## src/rtl/cpu_pkg.sv

```systemverilog
// ---------------------------------------------------------------------------
// cpu_pkg
// Shared CPU definitions. The ALU decode and the load/store unit both use
// this package.
//   OP_LW / OP_SW : memory opcodes that the load/store unit acts on
//   lsu_state_t   : load/store unit FSM states
//   is_mem_op()   : true when an opcode is lw or sw
// ---------------------------------------------------------------------------
package cpu_pkg;

  localparam logic [3:0] OP_LW = 4'b0111;
  localparam logic [3:0] OP_SW = 4'b1000;

  typedef enum logic [1:0] {
    IDLE,
    REQ,
    WAIT,
    RESP
  } lsu_state_t;

  function automatic logic is_mem_op(input logic [3:0] op);
    return (op == OP_LW) || (op == OP_SW);
  endfunction

endpackage

```

## src/rtl/load_store_unit_if.sv

```systemverilog
// ---------------------------------------------------------------------------
// load_store_unit_if
// Data-memory port that joins the load/store unit and the memory.
//   mem_req    : request valid (driven by the master)
//   mem_we     : 1 = write, 0 = read (driven by the master)
//   mem_addr   : word address (driven by the master)
//   mem_wdata  : write data (driven by the master)
//   mem_gnt    : memory accepted the request this cycle (driven by the slave)
//   mem_rvalid : read data valid this cycle (driven by the slave)
//   mem_rdata  : read data (driven by the slave)
// Modports:
//   master : load/store unit side
//   slave  : memory side
// ---------------------------------------------------------------------------
interface load_store_unit_if #(
  parameter int ADDR_W = 16,
  parameter int DATA_W = 16
);

  logic              mem_req;
  logic              mem_we;
  logic [ADDR_W-1:0] mem_addr;
  logic [DATA_W-1:0] mem_wdata;
  logic              mem_gnt;
  logic              mem_rvalid;
  logic [DATA_W-1:0] mem_rdata;

  modport master (
    output mem_req, mem_we, mem_addr, mem_wdata,
    input  mem_gnt, mem_rvalid, mem_rdata
  );

  modport slave (
    input  mem_req, mem_we, mem_addr, mem_wdata,
    output mem_gnt, mem_rvalid, mem_rdata
  );

endinterface

```

## src/rtl/lsu_timeout_ctr.sv

```systemverilog
// ---------------------------------------------------------------------------
// lsu_timeout_ctr
// Counts the cycles an access has spent waiting on memory. The counter
// returns to zero while clear_i is high. It advances while enable_i is high.
//   clk       : clock
//   rst_n     : asynchronous, active-low reset
//   clear_i   : return the count to zero (has priority over enable_i)
//   enable_i  : count this cycle
//   expired_o : this is the last cycle allowed (count == TIMEOUT-1 while
//               counting)
// ---------------------------------------------------------------------------
module lsu_timeout_ctr #(
  parameter int TIMEOUT = 16
) (
  input  logic clk,
  input  logic rst_n,
  input  logic clear_i,
  input  logic enable_i,
  output logic expired_o
);

  localparam int CW = (TIMEOUT > 1) ? $clog2(TIMEOUT) : 1;
  localparam logic [CW-1:0] LAST = CW'(TIMEOUT - 1);

  logic [CW-1:0] count_q;
  logic [CW-1:0] count_d;

  always_comb begin
    count_d = count_q;
    if (clear_i) begin
      count_d = '0;
    end else if (enable_i) begin
      count_d = count_q + CW'(1);
    end
  end

  always_ff @(posedge clk or negedge rst_n) begin
    if (!rst_n) begin
      count_q <= '0;
    end else begin
      count_q <= count_d;
    end
  end

  // The FSM leaves REQ/WAIT on the expiry cycle, so the counter never wraps.
  assign expired_o = enable_i && (count_q == LAST);

endmodule

```

## src/rtl/load_store_unit.sv

```systemverilog
// ---------------------------------------------------------------------------
// load_store_unit
// Memory stage that follows the ALU. It turns lw/sw into a valid/grant
// transaction on the data-memory port, stalls the core while the access is
// in progress, returns load data for writeback, and raises a fault pulse
// when an access takes too long.
//   clk        : clock
//   rst_n      : asynchronous, active-low reset
//   issue      : execute-stage instruction valid
//   opcode     : instruction opcode (only lw/sw are acted on)
//   alu_addr   : effective word address from the ALU
//   store_data : value to store for sw
//   stall      : hold the PC and the pipeline
//   wb_valid   : one-cycle pulse; write wb_data to the lw destination
//   wb_data    : load result, 0 when there is no successful load
//   fault      : one-cycle pulse when the access timed out
//   mem        : data-memory port (master side)
// ---------------------------------------------------------------------------
module load_store_unit
  import cpu_pkg::*;
#(
  parameter int DATA_W  = 16,
  parameter int ADDR_W  = 16,
  parameter int TIMEOUT = 16
) (
  input  logic              clk,
  input  logic              rst_n,
  input  logic              issue,
  input  logic [3:0]        opcode,
  input  logic [ADDR_W-1:0] alu_addr,
  input  logic [DATA_W-1:0] store_data,
  output logic              stall,
  output logic              wb_valid,
  output logic [DATA_W-1:0] wb_data,
  output logic              fault,
  load_store_unit_if.master mem
);

  lsu_state_t        state_q;
  logic [ADDR_W-1:0] addr_q;
  logic [DATA_W-1:0] wdata_q;
  logic              we_q;
  logic              mem_req_q;
  logic              wb_valid_q;
  logic [DATA_W-1:0] wb_data_q;
  logic              fault_q;
  logic              expired;
  logic              start;

  assign start = (state_q == IDLE) && issue && is_mem_op(opcode);

  lsu_timeout_ctr #(
    .TIMEOUT (TIMEOUT)
  ) u_timeout (
    .clk       (clk),
    .rst_n     (rst_n),
    .clear_i   (state_q == IDLE),
    .enable_i  ((state_q == REQ) || (state_q == WAIT)),
    .expired_o (expired)
  );

  // Completion and timeout are checked in priority order, so an access that
  // completes on the expiry cycle finishes normally.
  always_ff @(posedge clk or negedge rst_n) begin
    if (!rst_n) begin
      state_q    <= IDLE;
      addr_q     <= '0;
      wdata_q    <= '0;
      we_q       <= 1'b0;
      mem_req_q  <= 1'b0;
      wb_valid_q <= 1'b0;
      wb_data_q  <= '0;
      fault_q    <= 1'b0;
    end else begin
      case (state_q)
        IDLE: begin
          if (start) begin
            addr_q    <= alu_addr;
            wdata_q   <= store_data;
            we_q      <= (opcode == OP_SW);
            mem_req_q <= 1'b1;
            state_q   <= REQ;
          end
        end
        REQ: begin
          if (mem.mem_gnt) begin
            mem_req_q <= 1'b0;
            if (we_q) begin
              state_q <= RESP;
            end else if (mem.mem_rvalid) begin
              wb_valid_q <= 1'b1;
              wb_data_q  <= mem.mem_rdata;
              state_q    <= RESP;
            end else if (expired) begin
              fault_q <= 1'b1;
              state_q <= RESP;
            end else begin
              state_q <= WAIT;
            end
          end else if (expired) begin
            mem_req_q <= 1'b0;
            fault_q   <= 1'b1;
            state_q   <= RESP;
          end
        end
        WAIT: begin
          if (mem.mem_rvalid) begin
            wb_valid_q <= 1'b1;
            wb_data_q  <= mem.mem_rdata;
            state_q    <= RESP;
          end else if (expired) begin
            fault_q <= 1'b1;
            state_q <= RESP;
          end
        end
        RESP: begin
          wb_valid_q <= 1'b0;
          wb_data_q  <= '0;
          fault_q    <= 1'b0;
          state_q    <= IDLE;
        end
        default: state_q <= IDLE;
      endcase
    end
  end

  // stall is combinational so that it is already high in the issue cycle.
  assign stall = start || (state_q == REQ) || (state_q == WAIT);

  assign wb_valid      = wb_valid_q;
  assign wb_data       = wb_data_q;
  assign fault         = fault_q;
  assign mem.mem_req   = mem_req_q;
  assign mem.mem_we    = we_q;
  assign mem.mem_addr  = addr_q;
  assign mem.mem_wdata = wdata_q;

endmodule
```

## src/flat_wrapper.sv

```systemverilog
// flat-port wrapper written by rule: the top's interface ports become plain ports
module load_store_unit_flat import cpu_pkg::*;
#(
  parameter int DATA_W  = 16,
  parameter int ADDR_W  = 16,
  parameter int TIMEOUT = 16
)
  (clk, rst_n, issue, opcode, alu_addr, store_data, stall, wb_valid, wb_data, fault, mem_mem_req, mem_mem_we, mem_mem_addr, mem_mem_wdata, mem_mem_gnt, mem_mem_rvalid, mem_mem_rdata);
  load_store_unit_if #(.ADDR_W(ADDR_W), .DATA_W(DATA_W)) mem_i ();
  input  logic clk;
  input  logic rst_n;
  input  logic issue;
  input  logic [3:0] opcode;
  input  logic [ADDR_W-1:0] alu_addr;
  input  logic [DATA_W-1:0] store_data;
  output logic stall;
  output logic wb_valid;
  output logic [DATA_W-1:0] wb_data;
  output logic fault;
  output wire logic [$bits(mem_i.mem_req)-1:0] mem_mem_req;
  output wire logic [$bits(mem_i.mem_we)-1:0] mem_mem_we;
  output wire logic [$bits(mem_i.mem_addr)-1:0] mem_mem_addr;
  output wire logic [$bits(mem_i.mem_wdata)-1:0] mem_mem_wdata;
  input wire logic [$bits(mem_i.mem_gnt)-1:0] mem_mem_gnt;
  input wire logic [$bits(mem_i.mem_rvalid)-1:0] mem_mem_rvalid;
  input wire logic [$bits(mem_i.mem_rdata)-1:0] mem_mem_rdata;
  assign mem_mem_req = mem_i.mem_req;
  assign mem_mem_we = mem_i.mem_we;
  assign mem_mem_addr = mem_i.mem_addr;
  assign mem_mem_wdata = mem_i.mem_wdata;
  assign mem_i.mem_gnt = mem_mem_gnt;
  assign mem_i.mem_rvalid = mem_mem_rvalid;
  assign mem_i.mem_rdata = mem_mem_rdata;
  load_store_unit #(.DATA_W(DATA_W), .ADDR_W(ADDR_W), .TIMEOUT(TIMEOUT)) u_core (.clk(clk), .rst_n(rst_n), .issue(issue), .opcode(opcode), .alu_addr(alu_addr), .store_data(store_data), .stall(stall), .wb_valid(wb_valid), .wb_data(wb_data), .fault(fault), .mem(mem_i));
endmodule
```

## config.mk

```make
export PLATFORM = sky130hd
export DESIGN_NAME = load_store_unit_flat
export DESIGN_NICKNAME = d
export VERILOG_FILES = /design/src/rtl/cpu_pkg.sv /design/src/rtl/load_store_unit_if.sv /design/src/rtl/lsu_timeout_ctr.sv /design/src/rtl/load_store_unit.sv /design/src/flat_wrapper.sv
export SDC_FILE = /design/constraint.sdc
export NUM_CORES = 1
export LEC_CHECK = 0
export CORE_AREA = 3 3 62 108
export CTS_CLUSTER_DIAMETER = 150
export DETAILED_ROUTE_END_ITERATION = 10
export DIE_AREA = 0 0 65 111
export PLACE_DENSITY = 0.78
export SLEW_MARGIN = 15
export SYNTH_ARGS = -nofsm -noshare
export SYNTH_HDL_FRONTEND = slang
export SYNTH_SLANG_ARGS = --single-unit
export TNS_END_PERCENT = 20
```

## constraint.sdc

```tcl
create_clock -name clk -period 2.7 [get_ports clk]
set_clock_uncertainty 0.15 [all_clocks]
set_input_delay 0.54 -clock clk [delete_from_list [all_inputs] [get_ports clk]]
set_output_delay 0.54 -clock clk [all_outputs]
set_load 0.01 [all_outputs]
```

==> results by group <==
Logic synthesis
  • Synth Register Bits: slightly below 60
  • Mux cell area share after synthesis: around 15%
  • Post-synth EDFFs: 0
  • Register area share after synthesis: between 60% and 70%
  • Most common cell in the synthesized netlist: dfrtp_1
  • Top cells by area, synth: dfrtp_1, mux2_2, a22o_1, ha_1, o21ai_0
  • Mapped Nets: ~240
  • Unique masters post-synth: 32
  • Main combinational cell family by area after synthesis: multiplexers
  • Synth Area in XOR/XNOR: 0%
  • Synth Flop Type: dfrtp_1
  • Synth cell count leaders: dfrtp_1, mux2_2, a22o_1
  • Simple-Gate Fraction of Synth Area: about 4.7%
  • Syn Inst Count: about 170
  • Syn_area_per_cell: 14.06 sq um
  • Post-Syn Area: approximately 2400 sq um
  • Top-area cell type share of the netlist area: between 60% and 70%
  • Compound-Gate Fraction of Synth Area: between 10% and 20%
  • Adder-cell share of the synthesized area: 3.642%
  • Area leader, netlist: dfrtp_1
  • Synth warn: 0
  • Async set or reset register ratio after synthesis: 100.0%

Setup path
  • Type of origin of the critical path: primary input
  • Critical Path End Type: output pin
  • WS Path Type: primary input to output pin
  • Crit path DAT: just under 2000 ps
  • CP Data Required Time: 2010 ps
  • FF-to-FF path depth: 7
  • Worst Path Max Fanout: 2

Clock tree
  • CTS max path bufs: 2
  • Clk sinks: 58
  • Hold buffers post-CTS: 0
  • Cts bufs inserted: 9
  • CTS tree: built
  • H-tree lvl count: 3
  • Clk_lat worst skew: 330 ps
  • Reg clk slew, reported paths: about 60 ps
  • Root Buffer: clkbuf_8

GRT
  • Gr ovfl total: 0
  • Vias in the first global route: ~2100
  • First-pass GRT wire length: around 10 mm
  • Antenna violations before repair: 0
  • Largest net degree at the start of global routing: 38
  • All-Layer GR Usage: 18.26%

Cells and area
  • Layout cells sized above 1: 21.48%
  • Layout Nets: roughly 360
  • Fillers: ~470
  • Inserted Diodes: 0
  • Layout area overhead: 59.05%
  • Final core utilization: roughly two thirds
  • Fin cells: 376

Drt
  • Vias: roughly 1900
  • Avg Vias per Cell: approximately 5.1
  • Per-cell routed wire length: ~16 microns
  • Routed Wire Length: 6.113 mm
  • Initial DRC count: 83
  • Final ANT Viol Nets: 0
  • Pre-Repair DR Iteration Count: 6
  • Residual DRC count: 0

Place
  • Placed insts: 360
  • IO buf count: between 100 and 150
  • Placer Congestion: approximately 0.9
  • DP Wirelength: about 4.6 mm

Pwr
  • P per Cell Area: about 1100 nW/um^2
  • Worst IR Drop VDD: approximately 0.56 mV
  • Leakage: around 0.0017 uW
  • Power, Total: around 4000 uW

Die
  • Die area: just over 7000 sq um
  • Die Span Y: ~110 microns
  • Die Wd: about 65 microns
  • Core footprint: between 5000 and 6000 sq um
  • Initial core utilization: about two fifths
  • Ports: 110
  • Site Rows: 37

Timing
  • Setup TNS: 0 ps
  • Fin. max-slew vios: 0
  • Tmin final: around 2600 ps
  • Crit share post-route: 97.80%
  • Worst hold slack: between 60 and 70 ps
  • Worst-Margin Slew: 607.4 ps
  • Max-slew headroom: between 50 and 60%
  • Fmax: about 380 MHz
  • Final setup vio count: 0
  • Final Hold Viols: 0
  • Unrepaired setup endpoints after global routing: no

Outcome
  • Status: complete, no violations

Job
  • Max_cap viols: 0

Min path
  • Hold WC Path Type: primary input to asynchronous set/reset pin
stage by stage:
step,instance area (sq um),setup WS (ps)
after floorplan,2405,335.3
after global placement,3622,-358.9
after detailed placement,3622,-350.4
after CTS,3831,16.07
after global routing,3825,18.10
final,3825,59.38
report_power, final:
part / internal (uW) / switching [uW] / total [uW] / leakage (uW)
combinational: 1070 / 729 / 1800 / 0.000819
clock: 471 / 332 / 802 / 0.000105
sequential: 1240 / 211 / 1450 / 0.000726
total: 2780 / 1270 / 4050 / 0.00165
flip-flops by register name (all words and copies together) (netlist names):
register / flops
u_core.mem.mem_addr: 16
u_core.wb_data: 16
u_core.mem.mem_req: 1
u_core.wb_valid: 1
u_core.mem.mem_we: 1
u_core.state_q: 2
u_core.fault: 1
u_core.u_timeout.count_q: 4
u_core.mem.mem_wdata: 16
path summary, 6_finish.rpt:
check,startpoint,end,slack [ps]
max,opcode[0],stall,60
min,rst_n,u_core.mem.mem_addr[2],60
max reg2reg,u_core.state_q[0],u_core.state_q[0],540
min reg2reg,u_core.mem.mem_wdata[8],u_core.mem.mem_wdata[8],360
max in group asynchronous,rst_n,u_core.wb_data[11],1750
min in group clk,u_core.mem.mem_wdata[8],u_core.mem.mem_wdata[8],360
logic make-up (layout without fill, tap and decap cells):
family | after synthesis | in the layout
compound gates | 42 | 42
flops | 58 | 58
fa+ha+maj | 7 | 7
mux | 33 | 33
buf+inv | 12 | 139
simple gates | 19 | 19
cell usage in the layout (no fill, tap or decap), types with 2 or more instances in the layout:
| master | n |
|---|---|
| clkbuf_8 | 11 |
| ha_1 | 7 |
| o22ai_1 | 2 |
| buf_4 | 8 |
| clkinv_2 | 3 |
| a21oi_1 | 3 |
| inv_1 | 5 |
| a31oi_1 | 4 |
| buf_2 | 2 |
| nand2b_1 | 2 |
| a22o_1 | 17 |
| o21ai_0 | 9 |
| dfrtp_1 | 58 |
| mux2_2 | 33 |
| nand2_1 | 4 |
| nor2_1 | 4 |
| clkdlybuf4s50_1 | 107 |
critical path: stages:
cell             delay (ps)
clkdlybuf4s50_1         420
or4b_4                  560
a21oi_4                 190
or3_1                   120
buf_2                   120
final cells by class:
type                    count  area, sq um  share of cell area (%)
flip-flops and latches     58         1451                   37.95
repair buffers            118         1161                   30.36
multi-input cells         101        892.1                   23.32
inverters                   5        18.77                  0.4907
clock buffers              11        151.4                   3.958
well taps                  78        97.59                   2.552
clock inverters             5        52.55                   1.374
per-layer routing:
layer  up-vias  share of wire (%)  GRT usage [%]
met4         0                3.4          9.887
li1        874                  -              -
met1       926                 35          18.50
met2        84                 55          31.81
met3        20                7.2          6.187
met5         -                  0              0
timing repair:
action                                 CTS  global route
setup endpoints to repair                1             1
pin swaps                                1             3
buffers inserted                         0             0
resized for setup                        4             1
endpoints found under the hold margin    0             0
(Power assumes the default switching activity.)
